## config.mk

```make
export PLATFORM = sky130hd
export DESIGN_NAME = dmem_port_ctrl
export DESIGN_NICKNAME = d
export VERILOG_FILES = /design/src/rtl/dmem_port_ctrl.sv
export SDC_FILE = /design/constraint.sdc
export NUM_CORES = 1
export LEC_CHECK = 0
export ABC_AREA = 1
export ABC_CLOCK_PERIOD_IN_PS = 2290
export CAP_MARGIN = 20
export CORE_MARGIN = 5
export CORE_UTILIZATION = 43
export DETAILED_ROUTE_END_ITERATION = 10
export PLACE_DENSITY = 0.91
export RECOVER_POWER = 25
export SYNTH_ARGS = -nofsm -noshare
export SYNTH_HDL_FRONTEND = slang
export SYNTH_SLANG_ARGS = --single-unit
```

## constraint.sdc

```tcl
create_clock -name clk -period 2.29 [get_ports clk]
set_input_delay 0.458 -clock clk [delete_from_list [all_inputs] [get_ports clk]]
set_output_delay 0.458 -clock clk [all_outputs]
set_load 0.005 [all_outputs]
```

## src/rtl/dmem_port_ctrl.sv

```systemverilog
`default_nettype none
// ============================================================================
// Module   : dmem_port_ctrl
// Desc     : Single-outstanding load/store controller for a 32-bit
//            byte-maskable synchronous SRAM port. Handles lane steering,
//            alignment checking, and load sign/zero extension.
// Revision : 1.0 - initial release
// ============================================================================
module dmem_port_ctrl #(
    parameter int ADDR_W = 7
) (
    input  logic              clk,
    input  logic              reset,
    input  logic              req_valid,
    output logic              req_ready,
    input  logic              req_we,
    input  logic [1:0]        req_size,
    input  logic              req_unsigned,
    input  logic [ADDR_W+1:0] req_addr,
    input  logic [31:0]       req_wdata,
    output logic              resp_valid,
    input  logic              resp_ready,
    output logic [31:0]       resp_data,
    output logic              resp_err,
    output logic [ADDR_W-1:0] sram_a,
    output logic              sram_csb,
    output logic              sram_web,
    output logic              sram_oeb,
    output logic [3:0]        sram_bytemask,
    output logic [31:0]       sram_i,
    input  logic [31:0]       sram_o
);

    localparam logic [1:0] c_SZ_BYTE = 2'b00;
    localparam logic [1:0] c_SZ_HALF = 2'b01;
    localparam logic [1:0] c_SZ_WORD = 2'b10;

    localparam logic [1:0] c_IDLE = 2'd0;
    localparam logic [1:0] c_RD   = 2'd1;
    localparam logic [1:0] c_RESP = 2'd2;

    logic [1:0]  r_state;
    logic [1:0]  w_next_state;
    logic [1:0]  w_off;
    logic        w_err;
    logic        w_accept;
    logic [3:0]  w_store_mask;
    logic [31:0] w_store_data;
    logic [1:0]  r_size;
    logic        r_unsigned;
    logic [1:0]  r_off;
    logic [31:0] r_resp_data;
    logic        r_resp_err;
    logic [31:0] w_shifted;
    logic [31:0] w_load_fmt;

    // Address split is purely combinational so the SRAM sees it in the accept cycle
    assign sram_a   = req_addr[ADDR_W+1:2];
    assign w_off    = req_addr[1:0];
    assign w_accept = req_valid && req_ready;

    // Illegal size, or half/word not naturally aligned
    assign w_err = (req_size == 2'b11)
                || ((req_size == c_SZ_HALF) && w_off[0])
                || ((req_size == c_SZ_WORD) && (w_off != 2'b00));

    // Store lane enables and replicated write data
    always_comb begin
        w_store_mask = 4'b1111;
        w_store_data = req_wdata;
        case (req_size)
            c_SZ_BYTE: begin
                w_store_mask = 4'b0001 << w_off;
                w_store_data = {4{req_wdata[7:0]}};
            end
            c_SZ_HALF: begin
                w_store_mask = 4'b0011 << w_off;
                w_store_data = {2{req_wdata[15:0]}};
            end
            default: begin
                w_store_mask = 4'b1111;
                w_store_data = req_wdata;
            end
        endcase
    end

    // Load formatting: align the addressed lane to bit 0, then extend
    always_comb begin
        w_shifted  = sram_o >> {r_off, 3'b000};
        w_load_fmt = w_shifted;
        case (r_size)
            c_SZ_BYTE: w_load_fmt = {{24{~r_unsigned & w_shifted[7]}}, w_shifted[7:0]};
            c_SZ_HALF: w_load_fmt = {{16{~r_unsigned & w_shifted[15]}}, w_shifted[15:0]};
            default:   w_load_fmt = w_shifted;
        endcase
    end

    // State register
    always_ff @(posedge clk) begin
        if (reset) begin
            r_state <= c_IDLE;
        end else begin
            r_state <= w_next_state;
        end
    end

    // Next-state and SRAM strobes; everything idles while reset is high
    always_comb begin
        w_next_state  = r_state;
        req_ready     = 1'b0;
        resp_valid    = 1'b0;
        sram_csb      = 1'b1;
        sram_web      = 1'b1;
        sram_oeb      = 1'b1;
        sram_bytemask = 4'b0000;
        sram_i        = 32'h0;
        if (!reset) begin
            case (r_state)
                c_IDLE: begin
                    req_ready = 1'b1;
                    if (req_valid) begin
                        if (w_err) begin
                            w_next_state = c_RESP;
                        end else if (req_we) begin
                            w_next_state  = c_RESP;
                            sram_csb      = 1'b0;
                            sram_web      = 1'b0;
                            sram_bytemask = w_store_mask;
                            sram_i        = w_store_data;
                        end else begin
                            w_next_state = c_RD;
                            sram_csb     = 1'b0;
                            sram_oeb     = 1'b0;
                        end
                    end
                end
                c_RD: begin
                    sram_oeb     = 1'b0;
                    w_next_state = c_RESP;
                end
                c_RESP: begin
                    resp_valid = 1'b1;
                    if (resp_ready) begin
                        w_next_state = c_IDLE;
                    end
                end
                default: w_next_state = c_IDLE;
            endcase
        end
    end

    // Request attributes for the read phase and the held response payload
    always_ff @(posedge clk) begin
        if (reset) begin
            r_size      <= 2'b00;
            r_unsigned  <= 1'b0;
            r_off       <= 2'b00;
            r_resp_data <= 32'h0;
            r_resp_err  <= 1'b0;
        end else if (w_accept) begin
            r_size      <= req_size;
            r_unsigned  <= req_unsigned;
            r_off       <= w_off;
            r_resp_data <= 32'h0;
            r_resp_err  <= w_err;
        end else if (r_state == c_RD) begin
            r_resp_data <= w_load_fmt;
            r_resp_err  <= 1'b0;
        end
    end

    assign resp_data = reset ? 32'h0 : r_resp_data;
    assign resp_err  = reset ? 1'b0  : r_resp_err;

endmodule
`default_nettype wire

```

==> flow_summary.html <==
<table>
<tr><th>Metric</th><th>Value</th></tr>
<tr><th colspan="2">Route</th></tr>
<tr><td>Average wire length per cell after detail routing</td><td>14.2 um</td></tr>
<tr><td>Total wire length after detailed routing</td><td>11200 um</td></tr>
<tr><td>Total number of vias</td><td>3975</td></tr>
<tr><td>Routed Antenna Nets</td><td>0</td></tr>
<tr><td>Residual DRC count</td><td>0</td></tr>
<tr><td>Via density per instance</td><td>around 5.0</td></tr>
<tr><td>Iteration count of the initial detailed-routing pass</td><td>5</td></tr>
<tr><td>Detailed router's first-iteration violation count</td><td>about 190</td></tr>
<tr><th colspan="2">Power and ir drop</th></tr>
<tr><td>Peak ir drop on the vdd network</td><td>about 0.26 mV</td></tr>
<tr><td>Leak Pwr</td><td>2.34 nW</td></tr>
<tr><td>Pwr per Cell Area</td><td>~380 nW/um^2</td></tr>
<tr><th colspan="2">Critical path</th></tr>
<tr><td>WP data arrival</td><td>between 1.5 and 2 ns</td></tr>
<tr><td>Cell seen most often among critical-path stages</td><td>sky130_fd_sc_hd__nand2_4</td></tr>
<tr><td>Startpoint type of the worst setup path</td><td>primary input</td></tr>
<tr><td>Critical Path, Cell by Cell</td><td>dlygate4sd2_1, o21ai_2, nand2_4, nor2_8, nand2_4, buf_6, buf_4, nor3_2, buf_2</td></tr>
<tr><td>Slowest Stage Delay on Critical Path</td><td>0.26 ns</td></tr>
<tr><td>Standard cell with the maximum stage delay on the critical path</td><td>sky130_fd_sc_hd__dlygate4sd2_1</td></tr>
<tr><td>Critical path endpoint category</td><td>output pin</td></tr>
<tr><td>Critical Path Fanout Max</td><td>5</td></tr>
<tr><td>CP required</td><td>~1.8 ns</td></tr>
<tr><td>Critical path origin</td><td>req_size[1]</td></tr>
<tr><td>Beginning of the worst register-to-register path</td><td>r_state[1]$_SDFFE_PP0P_</td></tr>
<tr><td>Critical setup path kind</td><td>in -&gt; out</td></tr>
<tr><th colspan="2">Global route</th></tr>
<tr><td>Maximum number of pins on one net before global-route repair</td><td>39</td></tr>
<tr><td>Global-route usage over all layers</td><td>about a quarter</td></tr>
<tr><td>First-pass GRT wire length</td><td>~18000 um</td></tr>
<tr><td>Overall overflow remaining after global route</td><td>0</td></tr>
<tr><td>Antenna violations before repair</td><td>0</td></tr>
<tr><td>Number of global-route vias before repair</td><td>around 3900</td></tr>
<tr><th colspan="2">STA</th></tr>
<tr><td>Post-Route Skew</td><td>0.00787 ns</td></tr>
<tr><td>Finish-stage setup viols</td><td>0</td></tr>
<tr><td>Count of pins over their slew limit</td><td>0</td></tr>
<tr><td>Hold Fails Final Rpt</td><td>0</td></tr>
<tr><td>Setup repair after global routing missed its margin</td><td>true</td></tr>
<tr><td>Measured slew at the worst slew-check pin</td><td>a little over 0.6 ns</td></tr>
<tr><td>Max frequency</td><td>roughly 450 MHz</td></tr>
<tr><td>Relative slew slack</td><td>between 50% and 60%</td></tr>
<tr><td>Crit share post-route</td><td>between 90% and 100%</td></tr>
<tr><td>Tmin final</td><td>approximately 2.2 ns</td></tr>
<tr><th colspan="2">Logic synthesis</th></tr>
<tr><td>Count of cell types in the netlist</td><td>29</td></tr>
<tr><td>Synth async-reset ratio</td><td>0%</td></tr>
<tr><td>Per-instance average area after synthesis</td><td>5.85 um^2</td></tr>
<tr><td>Share of the yosys chip area belonging to registers</td><td>between 20 and 30%</td></tr>
<tr><td>Mapped Nets</td><td>611</td></tr>
<tr><td>Dominant cell type by area after synthesis</td><td>sky130_fd_sc_hd__dfxtp_1</td></tr>
<tr><td>Top area cells in the synthesized netlist</td><td>sky130_fd_sc_hd__dfxtp_1 (26%), sky130_fd_sc_hd__nor2_1 (13%), sky130_fd_sc_hd__inv_1 (10%), sky130_fd_sc_hd__a21oi_1 (9.7%), sky130_fd_sc_hd__nand2_1 (9.3%)</td></tr>
<tr><td>Number of instances in the synthesized netlist</td><td>530</td></tr>
<tr><td>Number of register bits inferred by synthesis</td><td>40</td></tr>
<tr><td>Area share of the largest cell type after synthesis</td><td>25.8%</td></tr>
<tr><td>Count of flip-flops with a built-in enable after synthesis</td><td>0</td></tr>
<tr><td>Number of synthesis warnings</td><td>0</td></tr>
<tr><td>Main synth FF type</td><td>sky130_fd_sc_hd__dfxtp_1</td></tr>
<tr><td>Synthesized cell area</td><td>a little over 3000 um^2</td></tr>
<tr><th colspan="2">Floorplanning</th></tr>
<tr><td>Boundary Pins</td><td>approximately 160</td></tr>
<tr><td>Die Outline Area</td><td>roughly 9000 um^2</td></tr>
<tr><td>Die outline width</td><td>94.9 um</td></tr>
<tr><td>Floorplan Core Area</td><td>approximately 7100 um^2</td></tr>
<tr><td>Number of placement rows</td><td>31</td></tr>
<tr><td>Die height</td><td>between 90 and 100 um</td></tr>
<tr><td>Initial standard-cell utilization of the core</td><td>between 40 and 50%</td></tr>
<tr><th colspan="2">Clock tree</th></tr>
<tr><td>Maximum number of buffers from clock root to sink</td><td>2</td></tr>
<tr><td>TritonCTS clock tree</td><td>yes</td></tr>
<tr><td>Root Driver</td><td>sky130_fd_sc_hd__clkbuf_8</td></tr>
<tr><td>CTS H-Tree Depth</td><td>2</td></tr>
<tr><td>Later-pin clock latency in the skew report</td><td>~0.3 ns</td></tr>
<tr><td>CTS clock-pin slew for the worst setup and hold paths</td><td>~0.070 ns</td></tr>
<tr><td>CTS Buf Count</td><td>5</td></tr>
<tr><td>CTS sink count</td><td>40</td></tr>
<tr><th colspan="2">Cells and area</th></tr>
<tr><td>Number of nets in the layout</td><td>about 770</td></tr>
<tr><td>Total area of sequential cells</td><td>approximately 800 um^2</td></tr>
<tr><td>Final Non-Filler Cells</td><td>790</td></tr>
<tr><td>Total of fill cells in the finished design</td><td>between 600 and 700</td></tr>
<tr><td>Fraction of layout cells with a size suffix above 1</td><td>about 17%</td></tr>
<tr><td>Area taken by multi-input logic gates</td><td>about 1800 um^2</td></tr>
<tr><td>Final antenna diode count</td><td>0</td></tr>
<tr><td>Finished Core Util</td><td>roughly 68%</td></tr>
<tr><td>Layout overhead on the synthesized area</td><td>56.4%</td></tr>
<tr><th colspan="2">Placed design</th></tr>
<tr><td>Weighted congestion reported at the end of routability-driven placement</td><td>around 0.93</td></tr>
<tr><td>Number of cells in the design after placement</td><td>approximately 770</td></tr>
<tr><td>HPWL after DPL</td><td>just under 9000 um</td></tr>
<tr><td>Port-buffer cells</td><td>147</td></tr>
<tr><th colspan="2">Worst hold path</th></tr>
<tr><td>Class of the most critical hold timing path</td><td>reg -&gt; reg</td></tr>
<tr><td>Hold Crit Start</td><td>r_resp_data[7]$_SDFFE_PP0P_</td></tr>
<tr><th colspan="2">Outcome</th></tr>
<tr><td>Result of the run</td><td>finished, final reports clean</td></tr>
<tr><th colspan="2">Run</th></tr>
<tr><td>Number of max-cap violations</td><td>0</td></tr>
</table>
-- sequential cells by signal, summed over array words and instances, names as in the netlist --
signal,flops
r_state,2
r_resp_err,1
r_resp_data,32
r_size,2
r_off,2
r_unsigned,1
-- cells by family (layout without fill, tap and decap cells) --
group                  Yosys count  count (layout)  synth area share, %
buffers and inverters          131             291                 19.1
and+or+nand+nor                243             244                 34.7
AOI/OAI and AO/OA              116             116                 20.4
DFF                             40              40                 25.8
-- where the power goes --
group	switching (W)	internal, W
clock	0.000241	0.000246
combinational	0.000335	0.000288
sequential	0.0000130	0.000721
total	0.000588	0.00126
-- worst max-delay path: cells and delay by family --
kind | cells | cell delay [ns]
AOI/OAI and AO/OA | 1 | 0.20
buffers and inverters | 4 | 0.67
and+or+nand+nor | 4 | 0.45
-- cell usage in the layout, fill, tap and decap left out, types with 2 or more instances in the layout --
master and n:
sky130_fd_sc_hd__a211oi_1 7, sky130_fd_sc_hd__a21oi_1 59, sky130_fd_sc_hd__a21oi_2 3, sky130_fd_sc_hd__a31oi_1 8, sky130_fd_sc_hd__buf_12 2, sky130_fd_sc_hd__buf_2 17, sky130_fd_sc_hd__buf_4 32, sky130_fd_sc_hd__buf_6 4
sky130_fd_sc_hd__clkbuf_1 3, sky130_fd_sc_hd__clkbuf_2 12, sky130_fd_sc_hd__clkbuf_8 6, sky130_fd_sc_hd__clkdlybuf4s15_1 2, sky130_fd_sc_hd__clkdlybuf4s50_1 101, sky130_fd_sc_hd__dfxtp_1 40, sky130_fd_sc_hd__dlygate4sd2_1 16, sky130_fd_sc_hd__inv_1 82
sky130_fd_sc_hd__inv_2 10, sky130_fd_sc_hd__nand2_1 76, sky130_fd_sc_hd__nand2_2 2, sky130_fd_sc_hd__nand2_4 4, sky130_fd_sc_hd__nand3_1 24, sky130_fd_sc_hd__nor2_1 108, sky130_fd_sc_hd__nor2_2 2, sky130_fd_sc_hd__nor3_1 10
sky130_fd_sc_hd__nor3_2 11, sky130_fd_sc_hd__o21ai_0 24, sky130_fd_sc_hd__o22ai_1 12
-- final timing paths --
check	endpoint	slack, ns	depth (start not counted)
worst max-delay path	sram_i[30]	0.06	9
worst min-delay path	r_resp_data[7]$_SDFFE_PP0P_	0.49	2
worst max register to register	r_resp_data[9]$_SDFFE_PP0P_	0.40	10
worst min register to register	r_resp_data[7]$_SDFFE_PP0P_	0.49	2
-- layout make-up --
| type | count | area share [%] |
|---|---|---|
| Tap cell | 99 | 2.55 |
| Inverter | 93 | 7.25 |
| Timing Repair Buffer | 190 | 35.0 |
| Multi-Input combinational cell | 360 | 36.8 |
| Sequential cell | 40 | 16.5 |
| Clock buffer | 8 | 1.86 |
-- metal layers --
layer	up-vias	wire [um]	global-route usage, %
met5	-	0	0
met4	0	381	11.2
met3	34	1110	9.64
met2	197	5690	45.4
met1	1762	4020	24.6
li1	1982	-	-
-- Yosys cell counts, types with 9 or more instances --
| master | count |
|---|---|
| sky130_fd_sc_hd__buf_2 | 15 |
| sky130_fd_sc_hd__a21oi_1 | 60 |
| sky130_fd_sc_hd__nor3_2 | 9 |
| sky130_fd_sc_hd__nand2_1 | 77 |
| sky130_fd_sc_hd__nor3_1 | 13 |
| sky130_fd_sc_hd__nand3_1 | 25 |
| sky130_fd_sc_hd__inv_1 | 85 |
| sky130_fd_sc_hd__o22ai_1 | 12 |
| sky130_fd_sc_hd__nor2_1 | 109 |
| sky130_fd_sc_hd__buf_4 | 11 |
| sky130_fd_sc_hd__o21ai_0 | 25 |
| sky130_fd_sc_hd__dfxtp_1 | 40 |
-- metrics by stage --
stage	hold slack, ns	TNS (ns)	worst slack, ns	area (um^2)	total power, W
6_report	0.490	0	0.0578	4850	0.00184
4_1_cts	0.496	0	0.00158	4870	0.00184
5_1_grt	0.510	-0.0205	-0.0116	4850	0.00194
2_1_floorplan	0.445	0	0.554	3100	0.00107
3_3_place_gp	0.458	-21.06	-0.509	4740	0.00134
3_5_place_dp	0.464	-23.92	-0.581	4740	0.00136
-- timing repair --
action	CTS	global route
setup endpoints to repair	73	27
cloned	2	0
setup buffers	7	1
hold buffers	0	0
pin swaps	3	3
resized for setup	115	28
(Power assumes the default switching activity.)
